### config.mk
export PLATFORM = sky130hd
export DESIGN_NAME = pipeline_sequencer
export DESIGN_NICKNAME = d
export VERILOG_FILES = /design/src/rtl/pipeline_sequencer.sv
export SDC_FILE = /design/constraint.sdc
export NUM_CORES = 1
export LEC_CHECK = 0
export CAP_MARGIN = 20
export CORE_ASPECT_RATIO = 0.9
export CORE_MARGIN = 2
export CORE_UTILIZATION = 25
export DETAILED_ROUTE_END_ITERATION = 8
export SLEW_MARGIN = 20
export SYNTH_ARGS = -nofsm -noshare
export SYNTH_HDL_FRONTEND = slang
export SYNTH_SLANG_ARGS = --single-unit
export TNS_END_PERCENT = 100
### constraint.sdc
create_clock -name clk -period 3.3 [get_ports clk]
set_clock_uncertainty 0.2 [all_clocks]
set_input_delay 0.66 -clock clk [delete_from_list [all_inputs] [get_ports clk]]
set_output_delay 0.66 -clock clk [all_outputs]
set_load 0.02 [all_outputs]
### src/rtl/pipeline_sequencer.sv
// Central 5-stage pipeline controller: prioritises memory wait, redirect and data-hazard
// stall into per-stage enables/flushes, with a dmem watchdog and saturating perf counters.
module pipeline_sequencer #(
  parameter int unsigned CNT_WIDTH        = 32,
  parameter int unsigned MEM_TIMEOUT      = 16,
  parameter int unsigned REDIRECT_BUBBLES = 1
) (
  input  logic                 clk,
  input  logic                 rstn,
  input  logic                 stall_req,
  input  logic                 flush_req,
  input  logic                 dmem_req,
  input  logic                 dmem_ready,
  output logic                 pc_en,
  output logic                 if_id_en,
  output logic                 if_id_flush,
  output logic                 id_ex_en,
  output logic                 id_ex_flush,
  output logic                 ex_mem_en,
  output logic                 mem_wb_en,
  output logic                 mem_err,
  output logic [1:0]           state,
  output logic [CNT_WIDTH-1:0] stall_cnt,
  output logic [CNT_WIDTH-1:0] flush_cnt
);

  localparam int unsigned TimerW = $clog2(MEM_TIMEOUT + 1);
  localparam int unsigned RcntW  = $clog2(REDIRECT_BUBBLES + 1);

  localparam logic [TimerW-1:0] TimerLimit = TimerW'(MEM_TIMEOUT);
  localparam logic [RcntW-1:0]  RcntInit   = RcntW'(REDIRECT_BUBBLES - 1);

  typedef enum logic [1:0] {
    StRun      = 2'd0,
    StMemWait  = 2'd1,
    StRedirect = 2'd2,
    StError    = 2'd3
  } state_e;

  state_e                state_q, state_d;
  logic [TimerW-1:0]     timer_q, timer_d;
  logic [RcntW-1:0]      rcnt_q, rcnt_d;
  logic [CNT_WIDTH-1:0]  stall_cnt_q, stall_cnt_d;
  logic [CNT_WIDTH-1:0]  flush_cnt_q, flush_cnt_d;

  logic memwait;
  logic run_decide;
  logic [TimerW-1:0] timer_inc;

  assign memwait   = dmem_req & ~dmem_ready;
  assign timer_inc = timer_q + TimerW'(1);

  always_comb begin
    pc_en       = 1'b0;
    if_id_en    = 1'b0;
    if_id_flush = 1'b0;
    id_ex_en    = 1'b0;
    id_ex_flush = 1'b0;
    ex_mem_en   = 1'b0;
    mem_wb_en   = 1'b0;
    state_d     = state_q;
    timer_d     = timer_q;
    rcnt_d      = rcnt_q;
    stall_cnt_d = stall_cnt_q;
    flush_cnt_d = flush_cnt_q;
    run_decide  = 1'b0;

    unique case (state_q)
      StRun: run_decide = 1'b1;
      StMemWait: begin
        if (memwait) begin
          timer_d = timer_inc;
          if (timer_inc == TimerLimit) state_d = StError;
        end else begin
          run_decide = 1'b1;
        end
      end
      StRedirect: begin
        // Frozen by memory: keep the pending bubble and its flush, do not count down
        if_id_flush = 1'b1;
        if (!memwait) begin
          pc_en     = 1'b1;
          if_id_en  = 1'b1;
          id_ex_en  = 1'b1;
          ex_mem_en = 1'b1;
          mem_wb_en = 1'b1;
          rcnt_d    = rcnt_q - RcntW'(1);
          if (rcnt_q <= RcntW'(1)) state_d = StRun;
        end
      end
      StError: ;
      default: state_d = StError;
    endcase

    if (run_decide) begin
      state_d = StRun;
      if (memwait) begin
        state_d = StMemWait;
        timer_d = TimerW'(1);
      end else if (flush_req) begin
        pc_en       = 1'b1;
        if_id_en    = 1'b1;
        if_id_flush = 1'b1;
        id_ex_en    = 1'b1;
        id_ex_flush = 1'b1;
        ex_mem_en   = 1'b1;
        mem_wb_en   = 1'b1;
        if (~&flush_cnt_q) flush_cnt_d = flush_cnt_q + CNT_WIDTH'(1);
        if (REDIRECT_BUBBLES > 1) begin
          state_d = StRedirect;
          rcnt_d  = RcntInit;
        end
      end else if (stall_req) begin
        id_ex_en    = 1'b1;
        id_ex_flush = 1'b1;
        ex_mem_en   = 1'b1;
        mem_wb_en   = 1'b1;
        if (~&stall_cnt_q) stall_cnt_d = stall_cnt_q + CNT_WIDTH'(1);
      end else begin
        pc_en     = 1'b1;
        if_id_en  = 1'b1;
        id_ex_en  = 1'b1;
        ex_mem_en = 1'b1;
        mem_wb_en = 1'b1;
      end
    end

    // Pipeline must be quiescent while reset is held
    if (!rstn) begin
      pc_en       = 1'b0;
      if_id_en    = 1'b0;
      if_id_flush = 1'b0;
      id_ex_en    = 1'b0;
      id_ex_flush = 1'b0;
      ex_mem_en   = 1'b0;
      mem_wb_en   = 1'b0;
    end
  end

  always_ff @(posedge clk or negedge rstn) begin
    if (!rstn) begin
      state_q     <= StRun;
      timer_q     <= '0;
      rcnt_q      <= '0;
      stall_cnt_q <= '0;
      flush_cnt_q <= '0;
    end else begin
      state_q     <= state_d;
      timer_q     <= timer_d;
      rcnt_q      <= rcnt_d;
      stall_cnt_q <= stall_cnt_d;
      flush_cnt_q <= flush_cnt_d;
    end
  end

  assign mem_err   = (state_q == StError);
  assign state     = state_q;
  assign stall_cnt = stall_cnt_q;
  assign flush_cnt = flush_cnt_q;

endmodule

## Word level (Yosys, flattened, before mapping)

Cells that the tools add are included.

- $add $sub $neg: 4
- Order comparisons: 1
- Equality and inequality tests: 8
- Mux-type cells: 32
- Bitwise operators: 6
- Reduce and logical (&&, ||, !) cells: 8

Operator list:

| cell | number |
|---|---|
| $add A32 B1 Y32 const B | 2 |
| $reduce_and A32 Y1 | 2 |
| $mux W1 | 21 |
| $mux W5 | 4 |
| $ne A3 B3 Y1 const B | 4 |
| $mux W2 | 5 |
| $reduce_and A5 Y1 | 2 |
| $add A5 B1 Y5 const B | 1 |
| $eq A5 B5 Y1 const B | 1 |
| $not A1 Y1 | 5 |
| $eq A2 B2 Y1 const B | 2 |
| $pmux W2 S2 | 1 |
| $reduce_and A4 Y1 | 1 |
| $reduce_bool A3 Y1 | 1 |
| $eq A2 B1 Y1 const B | 1 |
| $logic_not A2 Y1 | 1 |
| $pmux W1 S2 | 1 |
| $reduce_and A2 Y1 | 1 |
| $and A1 B1 Y1 | 1 |
| $le A1 B1 Y1 const B | 1 |
| $sub A1 B1 Y1 const B | 1 |

- Bits in registers: 72
- Input bits: 6
- Logic and storage cells: 64

## Longest topological paths before layout

Gate-level depths: netlist of the first run.

- Depth after elaboration: 9
- Depth in mapped cells: 7

## Least setup slack after synthesis of the first run

Ideal clock, no wire load.

- Path kind: in2out
- Start: input dmem_req
- End: output pc_en
- Data arrival time: 1.978 ns
- Setup slack: 0.462 ns
- Stages on the path: 6
- Path through: nor2b_1 > inv_1 > buf_2 > nand2_1 > nor3_1 > buf_4

- Cells in the longest elaborated chain, start to end: 8
- Elaborated cells between the ends (all ways): 9

Ends and longest elaborated chain:

| element | line | source |
|---|---|---|
| start: declaration | 12 | `input logic dmem_req,` |
| $and A1 B1 Y1 * | 50 | `assign memwait = dmem_req & ~dmem_ready;` |
| $mux W1 (5 in series) | - |  |
| $mux W1 * (2 in series) | - |  |
| end: declaration | 14 | `output logic pc_en,` |

Every way passes the cells marked *; elsewhere a longest branch is shown, timed or not.

## Worst setup path after layout of the first run

- Start: input dmem_req
- End: output if_id_en

- Cells in the longest elaborated chain, start to end: 8
- Elaborated cells between the ends (all ways): 9

Ends and longest elaborated chain:

| element | line | source |
|---|---|---|
| $and A1 B1 Y1 * | 50 |  |
| $mux W1 | 71, 81 |  |
| $mux W1 | 68 | `unique case (state_q)` |
| $mux W1 | 113 | `end else if (stall_req) begin` |
| $mux W1 | 100 | `end else if (flush_req) begin` |
| $mux W1 | 97 | `if (memwait) begin` |
| $mux W1 * | 95 | `if (run_decide) begin` |
| $mux W1 * | 129 | `if (!rstn) begin` |
| end: declaration | 15 | `output logic if_id_en,` |

Marked as above.

==> flow_results.org, run 1 <==
** Pwr
- Sequential cells account for 44.0% of the total power.
- Combinational cells account for 18.8% of the total power.
- Power density normalized to cell area :: 503 nW/um2
- Per report_power, the clock group accounts for 37.2% of the total.
- The internal power of the cells totals 0.00176 W.
- Power spent charging and discharging nets :: 0.000678 W
- The worst-case IR drop observed on VDD is 0.203 mV.
- Total power :: 0.00244 W
- Switching power as a share of total power :: 27.8%
- In this run the static leakage power is 2.05 nW.

** STA
- Counting I/O delays and the setup requirement, the final critical path takes 3.15 ns.
- Setup violations remaining at the end of the flow were counted as 0.
- Worst hold slack across all endpoints :: 0.145 ns
- Number of hold violations in the final report :: 0
- Max transition margin :: 54.6%
- For the pin with the worst max-slew slack, the measured transition is 0.681 ns.
- Setup repair after global routing left no endpoint under its margin.
- In the finished design, the share of the clock period the worst path needs comes to 95.4%.
- Static timing analysis puts the maximum clock frequency at 318 MHz.
- Setup tns final :: 0 ns
- Pins over their slew limit :: 0

** Synthesis
- Area contributors post-synth :: sky130_fd_sc_hd__dfrtp_1, sky130_fd_sc_hd__xnor2_1, sky130_fd_sc_hd__nand4_1, sky130_fd_sc_hd__xor2_1, sky130_fd_sc_hd__nand3_1
- Cells after Synth :: 330
- Summed over all instances, the cell type with the most area after synthesis is sky130_fd_sc_hd__dfrtp_1.
- Number of distinct library cell variants in the gate-level netlist after synthesis :: 39
- Dividing the synthesized area by the synthesized cell count gives 10.7 um2.
- Count of synthesis-stage warnings from yosys :: 0
- The most used flip-flop cell after synthesis is sky130_fd_sc_hd__dfrtp_1.
- In this run, synthesis inferred 0 flip-flops with an integrated enable.
- When the netlist entered floorplanning its net count stood at 340.
- Share of synthesized registers carrying an async set or reset :: 100%
- Share of the synthesized area in the top cell type :: 50.4%
- #FFs+latches synth :: 71
- Post-synthesis instance area :: 3520 um2
- Sequential cell area fraction in the yosys report :: 50.4%

** Setup path
- The worst setup path is captured at a primary output.
- Counting both buffers and inverters, the worst setup path holds a total of 3.
- The worst setup path is launched from an input pin.
- The slowest stage of the critical path belongs to the cell sky130_fd_sc_hd__clkdlybuf4s50_1.
- The critical path is of the in2out type.
- Worst path top cell family by delay :: buffers and inverters
- Delay contributed by the slowest stage of the critical path :: 0.65 ns
- The signal on the critical path passes through clkdlybuf4s50_1, nor2b_1, inv_1, nand2_1, nor3_1, clkdlybuf4s50_1.
- Data on the critical path is required at its endpoint by 2.44 ns.
- Data arrives at the worst endpoint at 2.29 ns.
- The most numerous cell type found on the critical path is sky130_fd_sc_hd__clkdlybuf4s50_1.
- In this run the worst path has a maximum fanout of 3.

** Layout
- Net count, final :: 429
- Area growth, synth to finish :: 37.6%
- Post-route cell area :: 4850 um2
- Total inserted antenna cells :: 0
- Fraction of layout instances using a drive strength above 1 :: 7.11%
- Layout filler cell count :: 1376

** Clock tree
- TritonCTS built the clock tree.
- Buffer cell driving the clock tree root :: sky130_fd_sc_hd__clkbuf_16
- Maximum buffer depth of the clock tree :: 2
- Counting the buffers created by CTS gives 9.
- Later-pin clock latency in the skew report :: 0.33 ns
- CTS H-Tree Depth :: 3
- Number of clock sinks :: 71
- After clock tree synthesis, the clock-pin slew on the worst setup and hold paths is 0.05 ns.

** Detailed routing
- In this run the remaining antenna-violating nets after routing total 0.
- Detailed Route WL :: 8560 um
- In the routed layout, each cell is associated on average with a via count of 4.59.
- In this run, the number of DRC markers left after iteration 0 of detailed routing was 123.
- In the routed design, unresolved DRC markers number 0.
- The first TritonRoute pass finished after 4 iterations.
- Wirelength per Cell :: 13.9 um
- The routed layout has 2822 vias.

** Placed design
- At the end of routability-driven placement, the weighted congestion stood at 0.820.
- Summing all placed instances gives a cell area of 4560 um2.
- PortBufs :: 79
- Detailed placement HPWL :: 6380 um

** GRT
- The number of global-route vias before repair was 2701.
- Number of antenna violations at the first check in global routing :: 0
- Remaining Overflow, GRT :: 0
- Global-route wire length before repair :: 13600 um
- All-layer global routing usage :: 11.5%
- Entering global routing, the biggest net connects 55 pins.

** Floorplan
- Die Wd :: 129 um
- Vertical die dimension :: 117 um
- The die covers 15100 um2.
- Once the floorplan was initialized, standard cells occupied 25.4% of the core.
- Count of pins on the block boundary :: 80
- The initialized floorplan defines 41 standard-cell rows.
- The region available for standard cell placement spans 13900 um2.

** Hold path
- Type of the tightest min-delay check :: in2async

** Flow run
- The tool flagged a number of max-cap violations equal to 0.

** Status
- The run finished with clean final reports.
power by group through the flow:
| stage | clock, W | combinational, W | sequential [W] |
|---|---|---|---|
| final | 0.000907 | 0.000457 | 0.00107 |
| after detailed placement | 0 | 0.000462 | 0.00109 |
| after global routing | 0.000978 | 0.000493 | 0.00109 |
| after CTS | 0.000939 | 0.000464 | 0.00107 |
| after floorplan | 0 | 0.000154 | 0.00114 |
| after global placement | 0 | 0.000459 | 0.00108 |
routing by layer:
metal	GRT usage [%]	vias to the layer above	part of all wire, %
met2	17.1	56	46
met3	2.43	12	4.7
met5	0	-	0
met4	5.72	0	1.9
met1	15.8	1392	48
li1	-	1362	-
repair_timing:
action                                 CTS  global route
hold buffers                             0             0
setup buffers                            0             0
setup endpoints to repair                0             1
endpoints found under the hold margin    0             0
gates resized for setup                  0             1
sequential cells by signal, summed over array words and instances (netlist names), named ones only:
signal     flops
stall_cnt     32
state          1
flush_cnt     32
layout by cell type (no fill, tap or decap), types with 3 or more instances in the layout:
cell type,Yosys,final
sky130_fd_sc_hd__nand2b_1,4,4
sky130_fd_sc_hd__nand3_1,32,32
sky130_fd_sc_hd__nand2_1,24,24
sky130_fd_sc_hd__a22o_1,3,3
sky130_fd_sc_hd__dfrtp_1,71,71
sky130_fd_sc_hd__nor2b_1,3,3
sky130_fd_sc_hd__and2_1,5,5
sky130_fd_sc_hd__inv_1,4,4
sky130_fd_sc_hd__clkbuf_16,0,9
sky130_fd_sc_hd__nor3b_1,3,3
sky130_fd_sc_hd__buf_4,3,8
sky130_fd_sc_hd__and3_1,14,14
sky130_fd_sc_hd__clkdlybuf4s50_1,0,77
sky130_fd_sc_hd__xnor2_1,43,43
sky130_fd_sc_hd__xor2_1,19,19
sky130_fd_sc_hd__nand4_1,27,27
sky130_fd_sc_hd__clkbuf_8,0,4
sky130_fd_sc_hd__nor3_1,9,9
sky130_fd_sc_hd__nor2_1,20,20
sky130_fd_sc_hd__and4_1,9,9
sky130_fd_sc_hd__ha_1,4,4
sky130_fd_sc_hd__a21oi_1,3,3
final cells by class:
cell class | instances | area (um2) | share of cell area [%]
clock buffer | 14 | 284 | 5.86
timing repair buffer | 87 | 848 | 17.5
tap | 193 | 241 | 4.98
inverter | 4 | 15.0 | 0.310
multi-input combinational | 246 | 1680 | 34.7
sequential | 71 | 1780 | 36.6
synthesized netlist by cell type (all sizes together), types with 4 or more instances:
| cell type | instances |
|---|---|
| ha | 4 |
| nor3 | 9 |
| and4 | 9 |
| nand3 | 32 |
| xnor2 | 43 |
| dfrtp | 71 |
| nand2 | 24 |
| nand4 | 27 |
| and2 | 5 |
| nand2b | 4 |
| nor4 | 4 |
| nor2 | 20 |
| a31oi | 4 |
| buf | 7 |
| and3 | 14 |
| xor2 | 19 |
| inv | 4 |
stage by stage:
stage                     cells  worst slack [ns]  util (%)
final                       615             0.153      34.9
after global routing        615            0.0827      34.9
after CTS                   615            0.0474      34.9
after detailed placement    601            0.0604      32.8
after global placement      601            0.0850      32.8
after floorplan             330             0.462         -
cells by family after synthesis:
group	Yosys count	share of synthesized area (%)
buffers and inverters	13	1.81
adder cells (fa/ha/maj)	4	1.42
flip-flops	71	50.4
XOR/XNOR	62	15.4
AND/OR/NAND/NOR	156	24.8
AO/OA/AOI/OAI	21	5.22
multiplexers	3	0.923
final timing paths:
path,end,startpoint,slack [ns],cells after the start
max in group asynchronous,stall_cnt[3]$_DFFE_PN0P_,rstn,2.12,2
hold reg to reg,stall_cnt[25]$_DFFE_PN0P_,stall_cnt[25]$_DFFE_PN0P_,0.30,1
min in group clk,stall_cnt[25]$_DFFE_PN0P_,stall_cnt[25]$_DFFE_PN0P_,0.30,1
hold / removal,flush_cnt[4]$_DFFE_PN0P_,rstn,0.15,2
setup reg to reg,flush_cnt[21]$_DFFE_PN0P_,flush_cnt[0]$_DFFE_PN0P_,0.78,6
setup / recovery,if_id_en,dmem_req,0.15,6
Power figures use the tool's default switching activity.
==> inputs of run 2 (changes only) <==
--- a/config.mk
+++ b/config.mk
@@ -5,11 +5,11 @@
 export SDC_FILE = /design/constraint.sdc
 export NUM_CORES = 1
 export LEC_CHECK = 0
-export CAP_MARGIN = 20
 export CORE_ASPECT_RATIO = 0.9
 export CORE_MARGIN = 2
 export CORE_UTILIZATION = 25
 export DETAILED_ROUTE_END_ITERATION = 8
+export SETUP_SLACK_MARGIN = 0.3
 export SLEW_MARGIN = 20
 export SYNTH_ARGS = -nofsm -noshare
 export SYNTH_HDL_FRONTEND = slang
==> flow_results.org, run 2 (synthesis results as in run 1) <==
** Pwr
- Summed over all cells, the static leakage comes to 2.05 nW.
- The internal portion of the total power is 0.00176 W.
- Clock network fraction of total power :: 37.3%
- In this run the power density over the cells is 503 nW/um2.
- Power spent charging and discharging nets :: 0.000678 W
- Worst supply voltage drop on vdd :: 0.203 mV
- Fraction of power consumed by sequential logic :: 44.1%
- Combinational logic burns 18.6% of the power.
- In this run switching power makes up 27.9% of total power.

** STA
- Actual transition at the worst max-transition pin :: 0.682 ns
- Max transition margin :: 54.6%
- RSZ-0062 raised after global routing :: no
- # setup viols final :: 0
- Clock period minus final worst setup slack :: 2.84 ns
- Worst hold slack across all endpoints :: 0.149 ns
- The number of hold violations in the final report is 0.
- In the finished design, the share of the clock period the worst path needs comes to 86.0%.
- For this run, the top clock speed supported by timing is 352 MHz.
- Setup tns final :: 0 ns
- Pins over their slew limit :: 0
- Setup slack closes at 0.461 ns.

** Setup path
- Chain of cells forming the critical path :: clkdlybuf4s50_1, nor2b_1, inv_1, nand2_1, nor3_1, dlygate4sd2_1
- For the worst setup path, the data required time is 2.44 ns.
- In this run the worst path has a maximum fanout of 3.
- Delay contributed by the slowest stage of the critical path :: 0.40 ns
- The worst setup path is launched from an input pin.
- Critical path capture point type :: primary output
- Among all stages on the critical path, the largest delay is contributed by sky130_fd_sc_hd__clkdlybuf4s50_1.
- Data on the critical path arrives at its endpoint at 1.98 ns.
- The critical path is of the in2out type.
- Counting both buffers and inverters, the worst setup path holds a total of 3.
- On the critical path the largest part of the delay comes from buffers and inverters.

** Floorplan
- After floorplanning, the core was divided into 41 placement rows.
- The die covers 15100 um2.
- For this design the top-level I/O count stands at 80.
- Vertical die dimension :: 117 um
- In this run the standard cell core region covers 13900 um2.
- The initial utilization of the core area, before any placement, comes to 25.4%.
- The die is 129 um wide.

** Detailed routing
- Via/cell ratio :: 4.59
- Vias post-DR :: 2823
- Wirelength per Cell :: 13.9 um
- Once detail routing completed, the nets flagged for antenna violations numbered 0.
- The first detailed-routing pass ran for 4 iterations.
- Count of unresolved DRC violations after routing :: 0
- Drt first-iter violations :: 123
- Detailed Route WL :: 8560 um

** Clock tree
- Number of clock sinks :: 71
- Post-CTS timing repair inserted 0 buffers for setup.
- No sink is reached through more buffers than the 2 on the longest clock path.
- Later-pin clock latency in the skew report :: 0.33 ns
- Buffer cell driving the clock tree root :: sky130_fd_sc_hd__clkbuf_16
- In this run, post-CTS hold repair placed 0 buffers.
- The number of gates resized after CTS was 7.
- The H-tree generated during clock tree synthesis spans 3 levels.
- Clock-pin slew of the registers on the worst-case setup and hold paths :: 0.05 ns
- TritonCTS built the clock tree.
- The number of clock buffers added by TritonCTS is 9.

** Layout
- Excluding fillers, the count of instances in the completed layout stands at 615.
- Commonest non-fill, non-tap cells in the layout :: sky130_fd_sc_hd__dfrtp_1, sky130_fd_sc_hd__clkdlybuf4s50_1, sky130_fd_sc_hd__xnor2_1
- The sequential cells in the finished layout cover a total of 1780 um2.
- Area growth, synth to finish :: 37.2%
- Post-route core utilization :: 34.8%
- Fill cells in the final layout number 1377.
- Multi-input gate area in the final layout :: 1680 um2
- The number of antenna diodes in the final layout is 0.
- Net count, final :: 429
- Fraction of layout instances using a drive strength above 1 :: 7.35%

** GRT
- The number of global-route vias before repair came to 2701.
- Entering global routing, the biggest net connects 55 pins.
- Remaining Overflow, GRT :: 0
- All-layer global routing usage :: 11.5%
- Global-route wire length before repair :: 13600 um
- The number of antenna violations at the first check in global routing came to 0.

** Hold path
- Type of the tightest min-delay check :: in2async

** Placed design
- During placement, the flow inserted port buffers numbering 79.
- Placed instance count :: 601
- Detailed placement ended at an HPWL of 6380 um.
- Post-placement setup slack :: 0.0604 ns
- Routability-driven placement finished with a final weighted congestion of 0.820.

** Status
- The run finished with clean final reports.

** Flow run
- Maximum capacitance violations :: 0
## run 2: power groups by stage
stage | sequential (W) | clock [W] | combinational, W
2_1_floorplan | 0.00114 | 0 | 0.000154
3_3_place_gp | 0.00108 | 0 | 0.000459
3_5_place_dp | 0.00109 | 0 | 0.000462
4_1_cts | 0.00107 | 0.000939 | 0.000460
5_1_grt | 0.00109 | 0.000978 | 0.000489
6_report | 0.00107 | 0.000907 | 0.000453
## run 2: layer usage
layer	vias up	global-route usage (%)	part of all wire [%]
met5	-	0	0
met4	0	5.72	1.9
met3	12	2.43	4.6
met2	56	17.1	46
met1	1392	15.8	48
li1	1363	-	-
## run 2: final timing paths
| path | start | cells after the start | to | slack (ns) |
|---|---|---|---|---|
| setup / recovery | dmem_req | 6 | if_id_en | 0.46 |
| hold / removal | rstn | 2 | flush_cnt[4]$_DFFE_PN0P_ | 0.15 |
| setup reg to reg | flush_cnt[0]$_DFFE_PN0P_ | 6 | flush_cnt[21]$_DFFE_PN0P_ | 0.78 |
| hold reg to reg | stall_cnt[25]$_DFFE_PN0P_ | 1 | stall_cnt[25]$_DFFE_PN0P_ | 0.30 |
| max in group asynchronous | rstn | 2 | stall_cnt[3]$_DFFE_PN0P_ | 2.11 |
| min in group clk | stall_cnt[25]$_DFFE_PN0P_ | 1 | stall_cnt[25]$_DFFE_PN0P_ | 0.30 |
## run 2: final cells by class
class	instances	share of cell area, %
Sequential cell	71	36.7
Timing Repair Buffer	87	17.2
Multi-Input combinational cell	246	34.8
Inverter	4	0.311
Clock buffer	14	5.87
Tap cell	193	4.99
## run 2: metrics by stage
stage,total power (W),area (um2)
2_1_floorplan,0.00130,3520
3_3_place_gp,0.00154,4560
3_5_place_dp,0.00155,4560
4_1_cts,0.00247,4840
5_1_grt,0.00255,4830
6_report,0.00243,4830
==> inputs of run 3 (changes only) <==
--- a/config.mk
+++ b/config.mk
@@ -9,6 +9,7 @@
 export CORE_MARGIN = 2
 export CORE_UTILIZATION = 25
 export DETAILED_ROUTE_END_ITERATION = 8
+export DONT_BUFFER_PORTS = 1
 export SETUP_SLACK_MARGIN = 0.3
 export SLEW_MARGIN = 20
 export SYNTH_ARGS = -nofsm -noshare
==> constraint.sdc (replaced) <==
create_clock -name clk -period 3.2 [get_ports clk]
set_clock_uncertainty 0.2 [all_clocks]
set_input_delay 0.64 -clock clk [delete_from_list [all_inputs] [get_ports clk]]
set_output_delay 0.64 -clock clk [all_outputs]
set_load 0.02 [all_outputs]
==> flow_results.org, run 3 (synthesis results as in run 1) <==
** Status
- Result of the run :: finished clean

** Detailed routing
- After detailed routing, the total wire length is 8490 um.
- Drt first-iter violations :: 135
- The first detailed-routing pass took 4 iterations.
- Via/cell ratio :: 4.69
- Post-route antenna net violation count :: 0
- Vias post-DR :: 2518
- Wirelength per Cell :: 15.8 um
- For this run, design rule violations remaining after detail routing come to 0.

** Clock tree
- Maximum buffer depth of the clock tree :: 2
- CTS H-Tree Depth :: 3
- Clock tree from TritonCTS :: yes
- The clock reaches the later pin of the worst-skew pair after 0.34 ns.
- Number of buffers inserted to repair setup after CTS :: 0
- In this run, CTS created clock tree buffers numbering 9.
- Clock tree synthesis selected as its root buffer the cell sky130_fd_sc_hd__clkbuf_16.
- Clock-pin slew of the registers on the worst-case setup and hold paths :: 0.06 ns
- CTS saw 71 sinks.

** Floorplan
- Count of pins on the block boundary :: 80
- Measured along the y axis, the die boundary spans 117 um.
- Once the floorplan was initialized, standard cells occupied 25.4% of the core.
- Die area :: 15100 um2
- Die Wd :: 129 um
- The total area inside the core boundary comes to 13900 um2.
- The floorplan has 41 rows.

** Pwr
- Total power :: 0.00250 W
- VDD sags by at most 0.232 mV.
- Power spread over the standard cell area amounts to 609 nW/um2.
- Leakage :: 1.78 nW

** STA
- Derived from the worst setup path, the maximum achievable clock frequency is 381 MHz.
- The number of hold violations in the final report came to 0.
- Max transition margin :: 57.3%
- The max-slew violation count came to 0.
- # setup viols final :: 0
- Setup tns final :: 0 ns
- Of the available clock period, the critical path in the final layout requires 82.1%.
- For the pin with the worst max-slew slack, the measured transition is 0.637 ns.
- Subtracting the final worst setup slack from the clock period gives 2.63 ns.
- RSZ-0062 raised after global routing :: no

** Layout
- The finished layout holds 537 standard cells, fillers aside.
- Fraction of layout instances using a drive strength above 1 :: 9.01%
- Layout filler cell count :: 1413
- The library cell used most frequently in the layout, excluding fill and tap cells, is sky130_fd_sc_hd__dfrtp_1.
- The net count of the finished layout is 349.
- Post-route cell area :: 4110 um2
- Post-route core utilization :: 29.5%
- Total inserted antenna cells :: 0
- Area growth, synth to finish :: 16.5%
- Commonest non-fill, non-tap cells in the layout :: sky130_fd_sc_hd__dfrtp_1, sky130_fd_sc_hd__xnor2_1, sky130_fd_sc_hd__nand3_1

** Setup path
- FF-to-FF Start :: flush_cnt[0]$_DFFE_PN0P_
- Worst reg2reg endpoint :: flush_cnt[23]$_DFFE_PN0P_
- Worst-case register-to-register setup slack :: 0.57 ns
- STA classifies the critical path endpoint as a flop.
- Counting cells, the worst reg-to-reg path comes to 6.
- STA classifies the critical path startpoint as a flop.
- At the worst endpoint, the required time is 3.22 ns.
- Category of the most critical setup path :: reg2reg
- Critical-path maximum fanout :: 7
- Data arrives at the worst endpoint at 2.65 ns.

** Placed design
- The count of buffers added on input and output ports is 0.
- Once placement finished, the instance area stood at 3750 um2.
- Last weighted congestion value of the routability-driven placer :: 0.816
- Detailed placement HPWL :: 5940 um
- Counting tap cells, the placed design contains a total of 519 instances.

** GRT
- Remaining Overflow, GRT :: 0
- The number of antenna violations at the first check in global routing was 0.
- Via count of the first global-routing pass :: 2417
- Entering global routing, the biggest net connects 72 pins.
- All-layer global routing usage :: 11.5%
- Global-route wire length before repair :: 13100 um

** Hold path
- The tightest min-delay check is of the reg2reg type.
- Along the worst hold path, the cell count comes to 2.

** Flow run
- Across the run, the number of max-cap violations was 0.
## run 3: cell types whose count changed in the layout (fill, tap and decap cells not counted), moves of 2 or more
cell	before	now
sky130_fd_sc_hd__clkinv_2	0	4
sky130_fd_sc_hd__buf_4	8	5
sky130_fd_sc_hd__bufinv_16	0	2
sky130_fd_sc_hd__clkdlybuf4s50_1	71	0
sky130_fd_sc_hd__dlygate4sd2_1	6	0
sky130_fd_sc_hd__clkbuf_8	4	0
## run 3: repair_timing
action                                  in CTS  in global routing
endpoints found under the setup margin       0                  1
hold endpoints to repair                    71                  0
hold buffers                                 2                  0
gates resized for setup                      0                  1
## run 3: worst max path at each step
stage / depth (start not counted) / slack, ns / from / end
floorplan: 6 / 0.40 / dmem_req / pc_en
global placement: 6 / 0.59 / dmem_req / flush_cnt[31]$_DFFE_PN0P_
detailed placement: 6 / 0.53 / dmem_req / flush_cnt[21]$_DFFE_PN0P_
CTS: 4 / 0.41 / state[1]$_DFFE_PN0P_ / if_id_flush
global route: 5 / 0.44 / dmem_req / if_id_flush
finish: 6 / 0.57 / flush_cnt[0]$_DFFE_PN0P_ / flush_cnt[23]$_DFFE_PN0P_
## run 3: critical path, stage by stage (launching register included)
cell	delay [ns]
sky130_fd_sc_hd__dfrtp_1	0.52
sky130_fd_sc_hd__ha_1	0.35
sky130_fd_sc_hd__and3_1	0.25
sky130_fd_sc_hd__and4_1	0.30
sky130_fd_sc_hd__a2111oi_4	0.54
sky130_fd_sc_hd__nand4_1	0.18
sky130_fd_sc_hd__xnor2_1	0.16
## run 3: metal layers
metal	GRT usage, %	up-vias	routed length, um
li1	-	1204	-
met1	14.7	1247	3810
met2	16.6	54	3910
met3	4.31	13	552
met4	7.17	0	226
met5	0	-	0
## run 3: cell type report
| type | count | area [um2] | area share, % |
|---|---|---|---|
| repair buffers | 7 | 75.1 | 1.83 |
| flip-flops and latches | 71 | 1780 | 43.3 |
| well taps | 193 | 241 | 5.88 |
| clock inverters | 7 | 87.6 | 2.13 |
| inverters | 4 | 15.0 | 0.366 |
| multi-input cells | 246 | 1690 | 41.1 |
| clock buffers | 9 | 225 | 5.48 |
## run 3: per-stage QoR
step / hold WS, ns / setup slack [ns]
floorplan: 0.144 / 0.402
global placement: 0.146 / 0.590
detailed placement: 0.146 / 0.531
CTS: 0.304 / 0.408
global route: 0.372 / 0.442
finish: 0.300 / 0.573
## run 3: where the power goes
part | internal [W] | switching [W]
clock | 0.000676 | 0.000392
combinational | 0.000103 | 0.000111
sequential | 0.000978 | 0.000242
total | 0.00176 | 0.000744
